==> config.mk <==
export PLATFORM = sky130hd
export DESIGN_NAME = uart_boot_loader
export DESIGN_NICKNAME = d
export VERILOG_FILES = /design/src/rtl/uart_boot_loader.sv
export SDC_FILE = /design/constraint.sdc
export NUM_CORES = 1
export LEC_CHECK = 0
export CAP_MARGIN = 40
export CORE_ASPECT_RATIO = 1.5
export CORE_MARGIN = 2
export CORE_UTILIZATION = 52
export CTS_BUF_LIST = sky130_fd_sc_hd__clkbuf_16
export DETAILED_ROUTE_END_ITERATION = 8
export GPL_TIMING_DRIVEN = 0
export PLACE_DENSITY = 0.78
export SLEW_MARGIN = 15
export SYNTH_ARGS = -nofsm -noshare
export SYNTH_HDL_FRONTEND = slang
export SYNTH_SLANG_ARGS = --single-unit
==> constraint.sdc <==
create_clock -name clk -period 2.45 [get_ports clk]
set_clock_uncertainty 0.2 [all_clocks]
set_input_delay 0.3675 -clock clk [delete_from_list [all_inputs] [get_ports clk]]
set_output_delay 0.3675 -clock clk [all_outputs]
set_load 0.1 [all_outputs]
==> src/rtl/uart_boot_loader.sv <==
// uart_boot_loader: receives an 8N1 program image, writes it to memory from address 0,
// and releases the CPU once the XOR checksum of the payload matches.
module uart_boot_loader #(
  parameter int CLK_FREQ       = 50_000_000,
  parameter int BAUD           = 115200,
  parameter int DATA_WIDTH     = 32,
  parameter int ADDR_WIDTH     = 8,
  parameter int TIMEOUT_CYCLES = 1_000_000
) (
  input  logic                  clk,
  input  logic                  rst,
  input  logic                  rx,
  output logic                  mem_chip_sel,
  output logic [ADDR_WIDTH-1:0] mem_addr,
  output logic [DATA_WIDTH-1:0] mem_wr_data,
  output logic                  mem_wr_en,
  output logic                  cpu_hold,
  output logic                  done,
  output logic                  error,
  output logic [1:0]            err_code
);
  localparam int CPB  = CLK_FREQ / BAUD;
  localparam int HALF = CPB / 2;
  localparam int CW   = $clog2(CPB + 1);
  localparam int GW   = $clog2(TIMEOUT_CYCLES + 1);
  localparam int IW   = ADDR_WIDTH + 1;
  typedef enum logic [1:0] {R_IDLE, R_START, R_DATA, R_STOP} rx_state_t;
  typedef enum logic [2:0] {IDLE, LOAD, CHECK, DONE, ERROR} ld_state_t;
  rx_state_t rs_q, rs_d;
  ld_state_t ls_q, ls_d;
  logic rx_s1_q, rx_s2_q;
  logic [CW-1:0] cnt_q, cnt_d;
  logic [2:0] bit_q, bit_d;
  logic [7:0] sh_q, sh_d;
  logic byte_valid, frame_err;
  logic [IW-1:0] n_q, n_d, idx_q, idx_d;
  logic [1:0] bcnt_q, bcnt_d;
  logic [DATA_WIDTH-1:0] word_q, word_d;
  logic [7:0] csum_q, csum_d;
  logic [GW-1:0] gap_q, gap_d;
  logic [1:0] err_code_q, err_code_d;
  logic mem_wr_en_q, mem_wr_en_d;
  logic [ADDR_WIDTH-1:0] mem_addr_q, mem_addr_d;
  logic [DATA_WIDTH-1:0] mem_wr_data_q, mem_wr_data_d;
  always_comb begin
    rs_d = rs_q;
    cnt_d = cnt_q + 1'b1;
    bit_d = bit_q;
    sh_d = sh_q;
    byte_valid = 1'b0;
    frame_err = 1'b0;
    case (rs_q)
      R_IDLE: begin
        cnt_d = '0;
        rs_d = rx_s2_q ? R_IDLE : R_START;
      end
      R_START: if (cnt_q == CW'(HALF - 1)) begin
        cnt_d = '0;
        bit_d = '0;
        rs_d = rx_s2_q ? R_IDLE : R_DATA;
      end
      R_DATA: if (cnt_q == CW'(CPB - 1)) begin
        cnt_d = '0;
        sh_d = {rx_s2_q, sh_q[7:1]};
        bit_d = bit_q + 1'b1;
        rs_d = (bit_q == 3'd7) ? R_STOP : R_DATA;
      end
      default: if (cnt_q == CW'(CPB - 1)) begin
        cnt_d = '0;
        byte_valid = rx_s2_q;
        frame_err = !rx_s2_q;
        rs_d = R_IDLE;
      end
    endcase
  end
  always_comb begin
    ls_d = ls_q;
    n_d = n_q;
    idx_d = idx_q;
    bcnt_d = bcnt_q;
    word_d = word_q;
    csum_d = csum_q;
    gap_d = '0;
    err_code_d = err_code_q;
    mem_wr_en_d = 1'b0;
    mem_addr_d = mem_addr_q;
    mem_wr_data_d = mem_wr_data_q;
    case (ls_q)
      IDLE: if (byte_valid) begin
        n_d = IW'(sh_q);
        idx_d = '0;
        bcnt_d = '0;
        csum_d = '0;
        if (32'(sh_q) > (32'd1 << ADDR_WIDTH)) begin
          ls_d = ERROR;
          err_code_d = 2'b10;
        end else
          ls_d = (sh_q == 8'd0) ? CHECK : LOAD;
      end
      LOAD: begin
        gap_d = byte_valid ? '0 : gap_q + 1'b1;
        if (byte_valid) begin
          word_d = {sh_q, word_q[DATA_WIDTH-1:8]};
          csum_d = csum_q ^ sh_q;
          bcnt_d = bcnt_q + 1'b1;
          if (bcnt_q == 2'd3) begin
            mem_wr_en_d = 1'b1;
            mem_addr_d = idx_q[ADDR_WIDTH-1:0];
            mem_wr_data_d = {sh_q, word_q[DATA_WIDTH-1:8]};
            idx_d = idx_q + 1'b1;
          end
        end else if (idx_q == n_q)
          ls_d = CHECK;
      end
      CHECK: begin
        gap_d = gap_q + 1'b1;
        if (byte_valid) begin
          ls_d = (sh_q == csum_q) ? DONE : ERROR;
          err_code_d = (sh_q == csum_q) ? err_code_q : 2'b10;
        end
      end
      default: ;
    endcase
    if (frame_err && ls_q != DONE && ls_q != ERROR) begin
      ls_d = ERROR;
      err_code_d = 2'b01;
    end
    if ((ls_q == LOAD || ls_q == CHECK) && !byte_valid && gap_q == GW'(TIMEOUT_CYCLES - 1)) begin
      ls_d = ERROR;
      err_code_d = 2'b11;
    end
  end
  always_ff @(posedge clk) begin
    if (rst) begin
      rx_s1_q <= 1'b1;
      rx_s2_q <= 1'b1;
      rs_q <= R_IDLE;
      cnt_q <= '0;
      bit_q <= '0;
      sh_q <= '0;
      ls_q <= IDLE;
      n_q <= '0;
      idx_q <= '0;
      bcnt_q <= '0;
      word_q <= '0;
      csum_q <= '0;
      gap_q <= '0;
      err_code_q <= '0;
      mem_wr_en_q <= 1'b0;
      mem_addr_q <= '0;
      mem_wr_data_q <= '0;
    end else begin
      rx_s1_q <= rx;
      rx_s2_q <= rx_s1_q;
      rs_q <= rs_d;
      cnt_q <= cnt_d;
      bit_q <= bit_d;
      sh_q <= sh_d;
      ls_q <= ls_d;
      n_q <= n_d;
      idx_q <= idx_d;
      bcnt_q <= bcnt_d;
      word_q <= word_d;
      csum_q <= csum_d;
      gap_q <= gap_d;
      err_code_q <= err_code_d;
      mem_wr_en_q <= mem_wr_en_d;
      mem_addr_q <= mem_addr_d;
      mem_wr_data_q <= mem_wr_data_d;
    end
  end
  assign mem_wr_en    = mem_wr_en_q;
  assign mem_chip_sel = mem_wr_en_q;
  assign mem_addr     = mem_addr_q;
  assign mem_wr_data  = mem_wr_data_q;
  assign cpu_hold     = ls_q != DONE;
  assign done         = ls_q == DONE;
  assign error        = ls_q == ERROR;
  assign err_code     = err_code_q;
endmodule
# ---- Yosys cells after proc, flatten, opt, wreduce, memory -nomap -nowiden
# Cells that the tools add are included.
dict set report word_totals {
  reg_bits 149
  inputBits 3
  elab_cells 129
}
dict set report classes {
  bitwise_logic 3
  n_reduce_logical 31
  mux 44
  add_sub_neg 5
  n_eq_ne 28
}
# cell count
set ops {}
lappend ops {{9-bit 2-to-1 mux} 5}
lappend ops {{20-bit case mux with 2 select lines} 1}
lappend ops {{9-bit case mux with 2 select lines} 2}
lappend ops {{3-bit 2-to-1 mux} 9}
lappend ops {{2-bit 2-to-1 mux} 12}
lappend ops {{20-bit by 1-bit adder with 20-bit output, second input constant} 1}
lappend ops {{20-bit equality test, second input constant} 1}
lappend ops {{20-bit 2-to-1 mux} 1}
lappend ops {{9-bit by 1-bit adder with 9-bit output, second input constant} 2}
lappend ops {{8-bit 2-to-1 mux} 2}
lappend ops {{2-bit != test, second input constant} 8}
lappend ops {{8-bit case mux with 2 select lines} 1}
lappend ops {{3-bit AND reduction} 5}
lappend ops {{4-bit by 3-bit != test with 1-bit output, second input constant} 3}
lappend ops {{3-bit nonzero test} 4}
lappend ops {{5-bit AND reduction} 2}
lappend ops {{9-bit by 8-bit equality test with 1-bit output} 1}
lappend ops {{9-bit by 8-bit equality test with 1-bit output, second input constant} 1}
lappend ops {{9-bit equality test, second input constant} 1}
lappend ops {{3-bit case mux with 3 select lines} 1}
lappend ops {{3-bit OR reduction} 3}
lappend ops {{8-bit equality test} 1}
lappend ops {{8-bit logical NOT} 1}
lappend ops {{8-bit XOR} 1}
lappend ops {{other kinds (25)} 42}

# ---- Depth between registers and ports, before layout
# Gate-level depths: netlist of the first run.
dict set report depth {
  ltp_word 8
  depth_mapped 10
}

# ---- Least setup slack after synthesis of the first run
# OpenSTA, ideal clock, no wires.
dict set report synth_timing {
  kind {flip-flop to flip-flop}
  start {reg ls_q[2]}
  end {reg err_code_q[0] (netlist: err_code[0])}
  period_less_slack_ns 3.462
  n_path_buf 1
  setup_slack_ns -1.012
  setup_ns 0.067
  required_time_ns 2.183
  stages_incl_launch_ff 8
  arrival_time_ns 3.195
  cell_sequence {dfxtp_1 clkbuf_1 nand3b_1 inv_1 or4_1 a21oi_1 a21oi_1 nor2_1}
}
# item line_no
set synth_rtl {}
lappend synth_rtl {{start, declared} 30} ;# ld_state_t ls_q, ls_d;
lappend synth_rtl {{start signal, assigned} 159} ;# ls_q <= ls_d;
lappend synth_rtl {{3-bit by 2-bit != test with 1-bit output *} --}
lappend synth_rtl {{net cpu_hold} 17} ;# output logic cpu_hold,
lappend synth_rtl {{1-bit logical AND * (2 in a row)} 124} ;# if (frame_err && ls_q != DONE && ls_q != ERROR) begin
lappend synth_rtl {{3-bit by 1-bit != test with 1-bit output (no line), or another cell as far along} --}
lappend synth_rtl {{3-bit AND reduction (no line) or 2-bit 2-to-1 mux (tied branches)} --}
lappend synth_rtl {{end signal, assigned} 166} ;# err_code_q <= err_code_d;
lappend synth_rtl {{end, declared} 41} ;# logic [1:0] err_code_q, err_code_d;
# The timed path passes the listed nets; every way through them passes the cells marked *.
# A chain may end at the register's enable or synchronous reset.

# ---- Worst setup path in the final report of the first run
dict set report layout_timing {
  start {reg cnt_q[6]}
  end {reg idx_q[1]}
}
dict set report layout_between {
  elab_chain_len 5
}
# item line_no
set layout_rtl {}
lappend layout_rtl {{start, declared} 32} ;# logic [CW-1:0] cnt_q, cnt_d;
lappend layout_rtl {{start signal, assigned} 156} ;# cnt_q <= cnt_d;
lappend layout_rtl {{9-bit equality test *} 68} ;# default: if (cnt_q == CW'(CPB - 1)) begin
lappend layout_rtl {{1-bit 2-to-1 mux *} 68}
lappend layout_rtl {{1-bit 2-to-1 mux *} 52} ;# case (rs_q)
lappend layout_rtl {{2-bit != test (no line)} --}
lappend layout_rtl {{4-bit AND reduction (no line) *} --}
lappend layout_rtl {{end signal, assigned} 161} ;# idx_q <= idx_d;
lappend layout_rtl {{end, declared} 36} ;# logic [IW-1:0] n_q, n_d, idx_q, idx_d;
# Mark *: on every way between the ends. The rest lies on a longest branch, timed or not.

==> results of run 1 <==
[layout by cell type, fill, tap and decap left out, types with 3 or more instances in the layout]
master                            count
sky130_fd_sc_hd__nand2_1            148
sky130_fd_sc_hd__dfxtp_1            134
sky130_fd_sc_hd__a21oi_1             81
sky130_fd_sc_hd__nor2_1              78
sky130_fd_sc_hd__buf_8               47
sky130_fd_sc_hd__clkdlybuf4s50_1     45
sky130_fd_sc_hd__xor2_1              29
sky130_fd_sc_hd__clkbuf_1            26
sky130_fd_sc_hd__nand3_1             21
sky130_fd_sc_hd__xnor2_1             20
sky130_fd_sc_hd__buf_4               18
sky130_fd_sc_hd__mux2i_1             17
sky130_fd_sc_hd__clkbuf_16           17
sky130_fd_sc_hd__o21ai_0             13
sky130_fd_sc_hd__inv_1               10
sky130_fd_sc_hd__or2_2               10
sky130_fd_sc_hd__buf_6                8
sky130_fd_sc_hd__nor3_2               8
sky130_fd_sc_hd__ha_1                 8
sky130_fd_sc_hd__nand4_1              7
sky130_fd_sc_hd__nor3_1               7
sky130_fd_sc_hd__clkbuf_2             6
sky130_fd_sc_hd__and3_1               6
sky130_fd_sc_hd__nor4_1               4
sky130_fd_sc_hd__a22oi_1              4
sky130_fd_sc_hd__clkinv_4             4
sky130_fd_sc_hd__bufinv_16            4
sky130_fd_sc_hd__dfxtp_2              4
sky130_fd_sc_hd__buf_12               4
sky130_fd_sc_hd__clkinvlp_4           3
sky130_fd_sc_hd__nor4_4               3
sky130_fd_sc_hd__nand2b_1             3
sky130_fd_sc_hd__dfxtp_4              3
[report_power, final]
part / internal, W / total (W) / switching [W]
clock: 0.00170 / 0.00269 / 0.000995
combinational: 0.0000103 / 0.0000545 / 0.0000441
sequential: 0.00229 / 0.00230 / 0.00000588
[sequential cells by signal, indices dropped and copies added, names as in the netlist, 3 cells and up]
signal / cells
csum_q: 8
n_q: 8
word_q: 24
idx_q: 9
ls_q: 3
mem_addr: 8
gap_q: 20
mem_wr_data: 32
bit_q: 3
cnt_q: 9
sh_q: 8
[worst paths after layout]
check	to	slack, ns	depth (start not counted)
worst min register to register	rx_s2_q$_SDFF_PP1_	0.21	1
worst max register to register	idx_q[1]$_SDFFE_PP0P_	0.04	7
worst max-delay path	idx_q[1]$_SDFFE_PP0P_	0.04	7
worst min-delay path	rx_s2_q$_SDFF_PP1_	0.21	1
[synthesized netlist by cell type, drive strengths merged, types with 2 or more instances]
master,count
nand2,148
a21oi,83
a21o,2
clkbuf,42
nand3b,2
nor3b,2
nor4,7
or3,3
and2,3
or2,13
buf,10
nand4,7
a211o,2
and4,2
a22oi,4
nor4b,3
mux2i,18
a2111oi,2
nor3,15
nand2b,3
and3,6
xnor2,20
ha,8
nor2,78
nand3,21
inv,11
o21ai,13
dfxtp,141
xor2,29
[area by class of cell]
class	count	area [sq um]	area share (%)
clock inverters	15	196	2.39
repair buffers	114	1360	16.5
clock buffers	17	425	5.17
well taps	147	184	2.23
multi-input cells	506	2880	35.0
inverters	11	45.0	0.547
plain buffers	48	300	3.65
flip-flops and latches	141	2840	34.5
[per-stage QoR]
| stage | util [%] | worst slack, ns | power, W |
|---|---|---|---|
| floorplan | - | -0.958 | 0.00238 |
| global placement | 60.0 | -0.449 | 0.00240 |
| detailed placement | 66.4 | -0.518 | 0.00240 |
| CTS | 73.6 | 0.0121 | 0.00505 |
| global route | 74.4 | -0.0278 | 0.00517 |
| finish | 74.4 | 0.0413 | 0.00505 |
[metal layers]
metal,global-route usage [%],vias up,wire length [um]
met4,16.8,0,997
met3,5.90,79,721
met5,0,-,0
met1,25.5,2599,5690
li1,-,2605,-
met2,53.0,201,9010
[logic make-up (layout without fill, tap and decap cells)]
kind of cell	Yosys count	in the layout
AO/OA/AOI/OAI	112	112
flip-flops	141	141
multiplexers	18	18
XOR/XNOR	49	49
buffers and inverters	63	205
adder cells (fa/ha/maj)	8	8
AND/OR/NAND/NOR	319	319
[what timing repair did]
item                                    CTS  global route
pin swaps                                 9             9
endpoints found under the hold margin     0             0
cloned                                    1             0
hold buffers                              0             0
setup buffers                            13             6
endpoints found under the setup margin  128            93
resized for setup                        27            31
==> metrics, run 1 <==
result of the run completed; number of fillers in the final layout about 760; Post-DP Area between 7000 and 8000 sq um; layout overhead on the synthesized area 40.0%; input/output buffers 48; Final Cell Area ~8200 sq um; I/O Pins 50; DR WL/cell 16.4 um; FFs w/ async S/R, synth 0%; overall fraction of global-route tracks in use 27.3%; Post-Layout Cell Count between 900 and 1000; count of H-tree levels built during CTS 4; clock sink count 141; Via-to-Cell Ratio around 5.5; EDFF count, synth 0; Clock Root Buffer sky130_fd_sc_hd__clkbuf_16; pin count of the biggest net entering global routing 17; total inserted antenna cells 0; Bufs and invs on worst path 2; Power per Cell Area between 600 and 700 nW/um^2; Synth cell types 47; Die X-Extent about 90 um; setup repair after global routing missed its margin yes; TritonCTS clock tree done; leading post-synthesis cells by cell area sky130_fd_sc_hd__dfxtp_1 (48%), sky130_fd_sc_hd__nand2_1 (9.5%), sky130_fd_sc_hd__a21oi_1 (7.1%), sky130_fd_sc_hd__nor2_1 (5.0%), sky130_fd_sc_hd__xor2_1 (4.3%); Die Ht between 100 and 150 um; Synth Net Count between 700 and 800; top cell family by delay on the critical path simple AND/OR/NAND/NOR gates; Least-Margin Pin Slew between 0.6 and 0.7 ns; flop and latch count out of synthesis 141; count of max-cap constraint violations 0; highest clock frequency the design can meet around 420 MHz; pins over their slew limit 0; setup_tns 0 ns; gate count after technology mapping 710; netlist area before placement ~5900 sq um; kind of launch point of the worst setup path flop; detailed-placement wirelength estimate 11.2 mm; starting density of the core 53.2%; syn_area_per_cell between 8 and 9 sq um; Req. time, crit path between 2 and 3 ns; leakage power total approximately 3.0 nW; total length of routed wires between 15 and 20 mm; vias in the first global route about 5600; Peak VDD IR 0.000515 V; Critical Path Start cnt_q[6]$_SDFF_PP0_; Synth area leader sky130_fd_sc_hd__dfxtp_1; number of failing hold endpoints at the final stage 0; xor-xnor portion of the synthesized cell area 7.30%; Synth Area in Simple Gates 25.0%; top-area cell type share of the netlist area approximately 48%; worst skew pair latency about 0.42 ns; portion of netlist area occupied by mux cells slightly above 3%; final worst-path cycle share between 90% and 100%; slowest stage cell on the critical path sky130_fd_sc_hd__or4b_4; area of the die ~12000 sq um; initial antenna violation count 0; worst setup path category reg -> reg; category of the worst setup path capture point flop; wire length of the first global-routing pass approximately 26 mm; total placed cells including tap cells approximately 950; fraction of layout instances using a drive strength above 1 a little under a fifth; critical path, cell by cell or4b_4, or2_1, buf_6, nor4_4, buf_4, o211ai_1, a21oi_1; GP Congestion ~0.94; most frequently used flop master after synthesis sky130_fd_sc_hd__dfxtp_1; cell row count between 40 and 50; global route overflow 0; floorplan core area ~11000 sq um; DRC errors left 0; via count around 5500; net total in the final layout 850; share of the synthesized area in compound gates (AO/OA/AOI/OAI) between 10 and 15%; TritonCTS buffer count 17; combinational family with the most area after synthesis simple AND/OR/NAND/NOR gates; worst relative slew slack between 50% and 60%; synth warn 0; clock edge transition at the registers on the reported setup and hold paths approximately 0.060 ns; fin crit period 2.41 ns; worst-case hold slack 0.214 ns; Hold Path Class reg -> reg; post-synthesis share of cell area spent on full adders, half adders and majority gates 1.70%; DRC marker count from the first detailed-route iteration about 340; number of buffers on the longest clock path 2; Detailed Routing Iterations Pass 1 5; Slowest Stage Delay on Critical Path ~0.55 ns; setup violators final 0; Routed Antenna Nets 0; largest fanout on the critical path 7; Worst EP arrival ~2.5 ns; part of the Yosys area used for sequential elements approximately half; startpoint of the tightest hold check path rx_s1_q$_SDFF_PP1_; launch instance of the worst register-to-register path cnt_q[6]$_SDFF_PP0_
(Power assumes the default switching activity.)
==> run 2: changes to the inputs <==
--- a/config.mk
+++ b/config.mk
@@ -13,6 +13,7 @@
 export DETAILED_ROUTE_END_ITERATION = 8
 export GPL_TIMING_DRIVEN = 0
 export PLACE_DENSITY = 0.78
+export SKIP_CTS_REPAIR_TIMING = 1
 export SLEW_MARGIN = 15
 export SYNTH_ARGS = -nofsm -noshare
 export SYNTH_HDL_FRONTEND = slang
==> metrics, run 2 (synthesis gave the netlist of run 1 again) <==
via count between 5000 and 6000; Internal Dissipation 0.00400 W; vias in the first global route 5390; global route overflow 0; termination of the worst setup path n_q[5]$_SDFFE_PP0P_; final setup slack of the worst path -0.127 ns; Clock power frac a little over half; Post-Layout Cell Count around 1000; setup repair after global routing missed its margin yes; register cell area after layout 2840 sq um; wire length of the first global-routing pass around 25 mm; DRC errors left 0; Power per Cell Area approximately 580 nW/um^2; Die Ht approximately 130 um; area of the die 12200 sq um; clock edge transition at the registers on the reported setup and hold paths about 0.060 ns; area of the multi-input gates about 3300 sq um; worst setup path category reg -> reg; slowest stage cell on the critical path sky130_fd_sc_hd__or4b_4; cell row count 47; fraction of layout instances using a drive strength above 1 between 20% and 30%; met2 global-route usage 51.2%; Via-to-Cell Ratio about 5.8; net total in the final layout 860; Clock Root Buffer sky130_fd_sc_hd__clkbuf_16; largest fanout on the critical path 7; clock sink count around 140; Req. time, crit path 2.52 ns; most frequent standard cell in the layout excluding fill and tap cells sky130_fd_sc_hd__dfxtp_1; number of failing hold endpoints at the final stage 0; Detailed Routing Iterations Pass 1 7; DR WL/cell 19.2 um; count of max-cap constraint violations 0; initial antenna violation count 0; kind of launch point of the worst setup path flop; count of H-tree levels built during CTS 4; leakage power total around 3.2 nW; Slowest Stage Delay on Critical Path between 0.5 and 0.6 ns; detailed-placement wirelength estimate approximately 11 mm; Worst EP arrival roughly 2.7 ns; GP Congestion about 0.94; Routed Antenna Nets 0; floorplan core area 11100 sq um; global routing's busiest layer met2; met1 Use GR approximately 25%; capture point of the worst reg-to-reg path n_q[5]$_SDFFE_PP0P_; I/O Pins 50; pin count of the biggest net entering global routing 17; Critical Path Start cnt_q[3]$_SDFF_PP0_; switch share 21.1%; GR Util met3 roughly 6%; setup violators final 54; DRC marker count from the first detailed-route iteration about 460; count of cells along the worst register-to-register path 7; input/output buffers 48; TritonCTS buffer count 17; overall fraction of global-route tracks in use between 20% and 30%; layout overhead on the synthesized area 49.0%; highest-count cells in the layout ignoring fill and taps sky130_fd_sc_hd__dfxtp_1 (135), sky130_fd_sc_hd__nand2_1 (108), sky130_fd_sc_hd__nor2_1 (76); result of the run complete, but fails checks; Hold Path Class reg -> reg; Peak VDD IR about 0.00055 V; worst-case hold slack approximately 0.21 ns; category of the worst setup path capture point flop; pins over their slew limit 0; final worst-path cycle share 105%; failing checks setup timing; number of buffers on the longest clock path 2; net switching power between 0.001 and 0.0015 W; combinational share of power 1.2%; launch instance of the worst register-to-register path cnt_q[3]$_SDFF_PP0_; worst relative slew slack between 30 and 40%; setup_tns -1.57 ns; total inserted antenna cells 0; setup slack, reg-to-reg -0.13 ns; fin crit period approximately 2.6 ns; critical path, cell by cell or4b_4, or2_1, buf_6, nor4_4, buf_4, mux2i_1, nor2_1; Least-Margin Pin Slew 0.906 ns; total length of routed wires approximately 19 mm; TritonCTS clock tree done; Die X-Extent ~90 um; total placed cells including tap cells between 900 and 1000; number of fillers in the final layout between 600 and 700; register share of total power 45.3%; max FFs per register 32; starting density of the core a little over half; highest clock frequency the design can meet about 390 MHz; worst skew pair latency 0.42 ns
==> run 2: cell types whose count changed in the layout (fill, tap and decap cells not counted), sizes merged <==
cell          previous run  this run
dlygate4sd2              2         0
buf                     79        91
dlymetal6s2s             0         2
clkbuf                  53        51
==> run 2: layer usage <==
| layer | wire length (um) | share of wire, % |
|---|---|---|
| met1 | 6570 | 34 |
| met2 | 10300 | 53 |
| met3 | 1060 | 5.5 |
| met4 | 1400 | 7.2 |
| met5 | 0 | 0 |
==> run 2: layout make-up <==
type	instances	area share, %
multi-input cells	506	37.6
well taps	147	2.10
clock inverters	15	2.24
inverters	11	0.514
flip-flops and latches	141	32.4
clock buffers	17	4.86
plain buffers	48	3.60
repair buffers	124	16.7
==> run 2: worst min path at each step <==
stage                        from                  to  slack [ns]  depth (start not counted)
6_report       rx_s1_q$_SDFF_PP1_  rx_s2_q$_SDFF_PP1_        0.21                          1
3_3_place_gp   rx_s1_q$_SDFF_PP1_  rx_s2_q$_SDFF_PP1_        0.20                          1
3_5_place_dp   rx_s1_q$_SDFF_PP1_  rx_s2_q$_SDFF_PP1_        0.20                          1
4_1_cts        rx_s1_q$_SDFF_PP1_  rx_s2_q$_SDFF_PP1_        0.22                          1
5_1_grt        rx_s1_q$_SDFF_PP1_  rx_s2_q$_SDFF_PP1_        0.24                          1
2_1_floorplan  rx_s1_q$_SDFF_PP1_  rx_s2_q$_SDFF_PP1_        0.19                          1
==> run 2: stage by stage <==
step	worst slack (ns)	power (W)	util (%)	area (sq um)
after CTS	-0.527	0.00505	72.0	7960
after floorplan	-0.958	0.00238	-	5970
after global routing	-0.282	0.00519	79.2	8760
final	-0.127	0.00508	79.2	8760
after global placement	-0.449	0.00240	60.0	6640
after detailed placement	-0.518	0.00240	66.4	7340
==> run 2: critical path, delay by kind of cell, from the launching register on <==
family	cells	cell delay (ns)
and+or+nand+nor	4	1.30
buffers and inverters	2	0.37
DFF	1	0.34
muxes	1	0.22
==> run 2: power by group through the flow <==
| stage | clock network, W | logic [W] | registers, W |
|---|---|---|---|
| 2_1_floorplan | 0 | 0.0000355 | 0.00235 |
| 3_3_place_gp | 0 | 0.0000523 | 0.00235 |
| 3_5_place_dp | 0 | 0.0000539 | 0.00235 |
| 4_1_cts | 0.00269 | 0.0000551 | 0.00230 |
| 5_1_grt | 0.00282 | 0.0000659 | 0.00230 |
| 6_report | 0.00271 | 0.0000628 | 0.00230 |
